===== src/rtl/uart_rx_oversampled.sv =====
// UART receiver driven by a 16x-oversampling s_tick. It samples each bit at its midpoint and shifts data in LSB first.
// Define UART_RX_PARITY_EN to add a parity bit (even/odd per PARITY_ODD) between the data bits and the stop bit.
module uart_rx_oversampled #(
    parameter int unsigned DBIT       = 8,
    parameter int unsigned SB_TICK    = 16,
    parameter int unsigned PARITY_ODD = 0
) (
    input  logic            clk,
    input  logic            reset_n,
    input  logic            s_tick,
    input  logic            rx,
    output logic [DBIT-1:0] rx_dout,
    output logic            rx_done_tick,
    output logic            frame_err,
    output logic            parity_err
);

    localparam int unsigned NW = (DBIT > 1) ? $clog2(DBIT) : 1;
    localparam int unsigned SW = (SB_TICK > 16) ? 5 : 4;

    typedef enum logic [2:0] {
        IDLE,
        START,
        DATA,
`ifdef UART_RX_PARITY_EN
        PARITY,
`endif
        STOP
    } state_t;

    state_t          state_q, state_d;
    logic [SW-1:0]   s_cnt_q, s_cnt_d;
    logic [NW-1:0]   n_q, n_d;
    logic [DBIT-1:0] shreg_q, shreg_d;
    logic [DBIT-1:0] dout_q, dout_d;
    logic            done_q, done_d;
    logic            ferr_q, ferr_d;
    logic            rx_meta_q, rx_s_q;
`ifdef UART_RX_PARITY_EN
    logic            pbit_q, pbit_d;
    logic            perr_q, perr_d;
`endif

    // Two-flop synchroniser; resets to the idle line level so reset never looks like a start bit.
    always_ff @(posedge clk or negedge reset_n) begin
        if (!reset_n) begin
            rx_meta_q <= 1'b1;
            rx_s_q    <= 1'b1;
        end else begin
            rx_meta_q <= rx;
            rx_s_q    <= rx_meta_q;
        end
    end

    always_ff @(posedge clk or negedge reset_n) begin
        if (!reset_n) begin
            state_q <= IDLE;
            s_cnt_q <= '0;
            n_q     <= '0;
            shreg_q <= '0;
            dout_q  <= '0;
            done_q  <= 1'b0;
            ferr_q  <= 1'b0;
`ifdef UART_RX_PARITY_EN
            pbit_q  <= 1'b0;
            perr_q  <= 1'b0;
`endif
        end else begin
            state_q <= state_d;
            s_cnt_q <= s_cnt_d;
            n_q     <= n_d;
            shreg_q <= shreg_d;
            dout_q  <= dout_d;
            done_q  <= done_d;
            ferr_q  <= ferr_d;
`ifdef UART_RX_PARITY_EN
            pbit_q  <= pbit_d;
            perr_q  <= perr_d;
`endif
        end
    end

    always_comb begin
        state_d = state_q;
        s_cnt_d = s_cnt_q;
        n_d     = n_q;
        shreg_d = shreg_q;
        dout_d  = dout_q;
        done_d  = 1'b0;
        ferr_d  = ferr_q;
`ifdef UART_RX_PARITY_EN
        pbit_d  = pbit_q;
        perr_d  = perr_q;
`endif
        case (state_q)
            IDLE: begin
                if (!rx_s_q) begin
                    state_d = START;
                    s_cnt_d = '0;
                end
            end
            START: begin
                if (s_tick) begin
                    if (s_cnt_q == SW'(7)) begin
                        // Start bit must still be low at its midpoint, otherwise it was a glitch.
                        if (!rx_s_q) begin
                            state_d = DATA;
                            s_cnt_d = '0;
                            n_d     = '0;
                        end else begin
                            state_d = IDLE;
                        end
                    end else begin
                        s_cnt_d = s_cnt_q + SW'(1);
                    end
                end
            end
            DATA: begin
                if (s_tick) begin
                    if (s_cnt_q == SW'(15)) begin
                        s_cnt_d = '0;
                        shreg_d = {rx_s_q, shreg_q[DBIT-1:1]};
                        if (n_q == NW'(DBIT - 1)) begin
`ifdef UART_RX_PARITY_EN
                            state_d = PARITY;
`else
                            state_d = STOP;
`endif
                        end else begin
                            n_d = n_q + NW'(1);
                        end
                    end else begin
                        s_cnt_d = s_cnt_q + SW'(1);
                    end
                end
            end
`ifdef UART_RX_PARITY_EN
            PARITY: begin
                if (s_tick) begin
                    if (s_cnt_q == SW'(15)) begin
                        pbit_d  = rx_s_q;
                        s_cnt_d = '0;
                        state_d = STOP;
                    end else begin
                        s_cnt_d = s_cnt_q + SW'(1);
                    end
                end
            end
`endif
            STOP: begin
                if (s_tick) begin
                    if (s_cnt_q == SW'(SB_TICK - 1)) begin
                        state_d = IDLE;
                        done_d  = 1'b1;
                        dout_d  = shreg_q;
                        ferr_d  = ~rx_s_q;
`ifdef UART_RX_PARITY_EN
                        perr_d  = ((^shreg_q) ^ pbit_q) != 1'(PARITY_ODD);
`endif
                    end else begin
                        s_cnt_d = s_cnt_q + SW'(1);
                    end
                end
            end
            default: state_d = IDLE;
        endcase
    end

    assign rx_dout      = dout_q;
    assign rx_done_tick = done_q;
    assign frame_err    = ferr_q;
`ifdef UART_RX_PARITY_EN
    assign parity_err   = perr_q;
`else
    // Parity checking is compiled out; the flag stays low for any legal PARITY_ODD.
    assign parity_err   = (PARITY_ODD > 1);
`endif

endmodule


===== config.mk =====
export PLATFORM = sky130hd
export DESIGN_NAME = uart_rx_oversampled
export DESIGN_NICKNAME = d
export VERILOG_FILES = /design/src/rtl/uart_rx_oversampled.sv
export SDC_FILE = /design/constraint.sdc
export NUM_CORES = 1
export LEC_CHECK = 0
export BUFFER_PORTS_ARGS = -buffer_cell sky130_fd_sc_hd__buf_2
export CAP_MARGIN = 5
export CELL_PAD_IN_SITES_DETAIL_PLACEMENT = 0
export CELL_PAD_IN_SITES_GLOBAL_PLACEMENT = 1
export CORE_ASPECT_RATIO = 1.2
export CORE_UTILIZATION = 45
export CTS_CLUSTER_SIZE = 40
export DETAILED_ROUTE_END_ITERATION = 8
export HOLD_SLACK_MARGIN = 0.02
export PLACE_DENSITY = 0.75
export SYNTH_ARGS = -nofsm -noshare
export SYNTH_HDL_FRONTEND = slang
export SYNTH_SLANG_ARGS = --single-unit

===== constraint.sdc =====
create_clock -name clk -period 2 [get_ports clk]
set_input_delay 0.4 -clock clk [delete_from_list [all_inputs] [get_ports clk]]
set_output_delay 0.4 -clock clk [all_outputs]
set_load 0.02 [all_outputs]

Word-level counts from Yosys, hierarchy flattened:

Cells that the tools add are included.

* output and inout port bits: 11
* bits of input ports: 4
* word-level logic and storage cells: 65
* register bits: 30

* add/sub/neg operators: 2
* equality and inequality tests: 17
* muxes and demuxes: 28
* reductions and logical operators: 8
* bitwise operators: 1

Operators by type and width (count)
* two-way mux 3 bit: 14
* two-way mux 4 bit: 7
* != test 2 bit (second input constant): 11
* one-hot mux 4 bit (4 select lines): 1
* one-hot mux 3 bit (4 select lines): 1
* AND reduction 8 bit: 1
* AND reduction 7 bit: 1
* equality test 3 x 2 -> 1 bit (second input constant): 2
* one-hot mux 3 bit (2 select lines): 1
* AND reduction 3 bit: 2
* AND reduction 5 bit: 1
* adder 4 x 1 -> 4 bit (second input constant): 1
* equality test 4 x 3 -> 1 bit (second input constant): 1
* equality test 4 bit (second input constant): 1
* nonzero test 4 bit: 1
* adder 3 x 1 -> 3 bit (second input constant): 1
* equality test 3 x 1 -> 1 bit (second input constant): 1
* equality test 3 bit (second input constant): 1
* zero test 3 bit: 1
* two-way mux 1 bit: 3
* two-way mux 2 bit: 1
* nonzero test 2 bit: 1
* NOT 1 bit: 1

Longest topological paths before layout:

* depth in word-level cells: 5
* depth in mapped cells: 7
* depth with buffers taken out: 6

Least setup slack after synthesis:

No wires, ideal clock.

* kind: register -> register
* from: register state_q[0]
* to: register s_cnt_q[0]
* data required time: 1.877 ns
* cell stages (with the launch flop): 7
* arrival: 1.628 ns
* buffers on the path: 1
* library setup time: 0.123 ns
* slack: 0.248 ns
* period minus slack after synthesis: 1.752 ns
* cells stage by stage: dfrtp_1 ha_1 buf_6 or3_4 a221o_1 o21ai_1 o21ai_1

* word-level cells in the longest chain between the ends: 3
* elaborated cells on any way between the ends: 11
* those cells by class: eq/ne (7); mux (1); reduce/logical (3)

Ends and longest elaborated chain
* from (decl): line 31 `state_t state_q, state_d;`
* from (signal assigned): line 69 `state_q <= state_d;`
* equality test 3 x 2 -> 1 bit, or another cell as far along: line 95 `case (state_q)`
* nonzero test 4 bit (no source line) or != test 2 bit (tied branches)
* AND reduction 5 bit (no source line)
* to (signal assigned): line 70 `s_cnt_q <= s_cnt_d;`
* to (decl): line 32 `logic [SW-1:0] s_cnt_q, s_cnt_d;`

Several ways; a longest one is shown, not always the timed one.
A chain may end at the register's enable or synchronous reset.

Final worst setup path:

Same ends and word-level chain as after synthesis.

==> results.sh <==
export IMPL_status="complete, no violations"
export IMPL_nNetsFinal=149
export IMPL_antenna_left=0
export IMPL_leakagePower_nw=0.845
export IMPL_finalSetupViolCount=0
export IMPL_drt_initial_drc_count=5
export IMPL_finalWirelength_um=2450
export IMPL_power_density_nw_per_um2=956
export IMPL_rows=22
export IMPL_gr_total_overflow=0
export IMPL_fp_coreArea_um2=3030
export IMPL_hpwl_um=1740
export IMPL_cpMaxStageDelayCell="dfrtp_1"
export IMPL_post_route_period_util_pct=93.4
export IMPL_crit_type="reg2reg"
export IMPL_tns_ns=0
export IMPL_dieWidth_um=53.4
export IMPL_startpoint="state_q[0]"
export IMPL_rsz0062_at_grt="false"
export IMPL_grt_max_degree=30
export IMPL_worstSkewPairLatency_ns=0.33
export IMPL_syn_area_um2=1420
export IMPL_drv_cap=0
export IMPL_io_pins=15
export IMPL_hold_path_class="in2async"
export IMPL_max_vdd_ir_drop_mv=0.645
export IMPL_dr_total_vias=927
export IMPL_fin_hold_ws_ns=0.0702
export IMPL_cp_common_cell="o21ai_1"
export IMPL_dr_pass1_iters=4
export IMPL_n_antenna_cell=0
export IMPL_die_area_um2=3390
export IMPL_timing_fmax_ghz=0.536
export IMPL_avgSynthCellArea_um2=12.1
export IMPL_hold_viol=0
export IMPL_cts_hold_buffers=0
export IMPL_synthesis_instances=118
export IMPL_start_util_pct=47.0
export IMPL_worst_ep_arrival_time_ns=2.08
export IMPL_required_ns=2.21
export IMPL_drive_gt1_share_pct=39.9
export IMPL_grt_pass1_vias=955
export IMPL_cts_root_buf="clkbuf_4"
export IMPL_avgRoutedWirePerCell_um=14.1
export IMPL_slew_headroom_pct=58.5
export IMPL_ys_seq_elements=29
export IMPL_max_stage_delay_ns=0.45
export IMPL_drv_slew=0
export IMPL_die_height_um=63.6
export IMPL_clk_pin_slew_ns=0.11
export IMPL_grt_pass1_wl_um=4330
export IMPL_areaGrowthSynthToFinish_pct=13.3
export IMPL_async_flop_share_pct=100
export IMPL_htreeDepth=2
export IMPL_crit_path_cell_trace="inv_2 -> ha_2 -> or3_4 -> a221o_1 -> o21ai_1 -> o21ai_1"
export IMPL_synth_seq_area_share_pct=51.1
export IMPL_synth_cell_type_count=39
export IMPL_cts_buffer_depth=2
export IMPL_crit_fanout=5
export IMPL_cts_sinks=29
export IMPL_endpoint_kind="flip-flop"
export IMPL_synth_ff_type="dfrtp_1"
export IMPL_gp_congestion=0.784
export IMPL_period_needed_ns=1.87
export IMPL_grtUsageTotal_pct=18.0
export IMPL_finClkSkew_ns=0.00896
export IMPL_io_buffers=13
export IMPL_synth_edff_count=0
export IMPL_syn_nets=130
export IMPL_worst_pin_slew_ns=0.623
export IMPL_vias_per_cell=5.33
export IMPL_antenna_found_initial=0
export IMPL_critPathLaunchType="flip-flop"
export IMPL_r2r_start="state_q[0]"
export IMPL_drc_errors=0
export IMPL_ys_warn_count=0
export IMPL_cts_made_buffers=5
export IMPL_cts_tree="done"
[registers in the layout (all words and copies together), names as in the netlist]
register,flops
rx_meta_q,1
shreg_q,8
rx_done_tick,1
s_cnt_q,4
frame_err,1
rx_s_q,1
rx_dout,8
state_q,2
n_q,3
[power by group]
part / internal, mW / total (mW) / switching, mW
Combinational: 0.170 / 0.381 / 0.211
Sequential: 0.627 / 0.671 / 0.0440
Clock: 0.265 / 0.490 / 0.226
[worst max-delay path, delay by kind of cell, from the launching register on]
kind | cells | cell delay, ns
compound gates | 3 | 0.64
fa+ha+maj | 1 | 0.19
buf+inv | 1 | 0.08
flops | 1 | 0.45
simple gates | 1 | 0.40
[final cells by class]
cell class	count	area [µm²]
fillers	280	1420
flip-flops and latches	29	728
multi-input cells	77	634
repair buffers	17	95.1
clock inverters	3	46.3
well taps	36	45.0
clock buffers	5	37.5
inverters	7	26.3
[what timing repair did]
| item | CTS | global route |
|---|---|---|
| setup buffers | 0 | 1 |
| endpoints found under the setup margin | 0 | 1 |
| gates resized for setup | 0 | 3 |
[metrics by stage]
stage | worst slack [ns] | utilization, % | power [mW] | instance area (µm²) | cells
global route | 0.0258 | 53.3 | 1.64 | 1610 | 174
finish | 0.133 | 53.3 | 1.54 | 1610 | 174
CTS | 0.115 | 52.9 | 1.54 | 1600 | 173
floorplan | 0.248 | - | 0.953 | 1420 | 118
global placement | 0.194 | 50.1 | 1.02 | 1520 | 165
detailed placement | 0.129 | 50.1 | 1.04 | 1520 | 165
[placed cells by master (no fill, tap or decap), types with 4 or more instances in the layout]
cell      instances
buf_4             4
buf_2            13
nand2_1           7
inv_1             6
clkbuf_4          5
mux2_2           16
ha_1              6
dfrtp_1          27
nor2_1            4
nand3_1           7
[cell usage after synthesis, types with 2 or more instances]
cell	count	share of area (%)
a21oi_1	3	1.1
a31oi_1	2	0.88
buf_2	2	0.70
buf_6	2	1.6
dfrtp_1	27	47
dfstp_2	2	3.7
ha_1	8	7.0
inv_1	7	1.8
mux2_2	16	13
mux2i_1	3	2.1
nand2_1	7	1.8
nand3_1	7	2.5
nor2_1	4	1.1
o21ai_1	3	1.1
[metal layers]
layer  vias to the layer above  wire (µm)  global-route usage, %
met3                         5         75                   6.04
met1                       455       1130                   22.2
li1                        453          -                      -
met5                         -          0                      0
met2                        14       1180                   27.0
met4                         0         62                   9.54
[cell families (layout without fill, tap and decap cells)]
| logic type | count (synthesis) | in the layout | share of synthesized area [%] |
|---|---|---|---|
| and+or+nand+nor | 30 | 30 | 11.7 |
| DFF | 29 | 29 | 51.1 |
| AOI/OAI and AO/OA | 18 | 18 | 9.40 |
| other | 1 | 1 | 0.263 |
| muxes | 20 | 20 | 15.8 |
| buffers and inverters | 12 | 32 | 4.66 |
| adders and majority gates | 8 | 8 | 7.03 |
[worst paths after layout]
path / to / slack [ns] / cells past startpoint
worst max-delay path: s_cnt_q[0] / 0.13 / 6
worst min-delay path: frame_err / 0.07 / 1
worst max register to register: s_cnt_q[0] / 0.13 / 6
worst min register to register: rx_s_q / 0.36 / 0
max in group asynchronous: rx_done_tick / 1.52 / 1
min in group clk: rx_meta_q / 0.17 / 1
(Power assumes the default switching activity.)
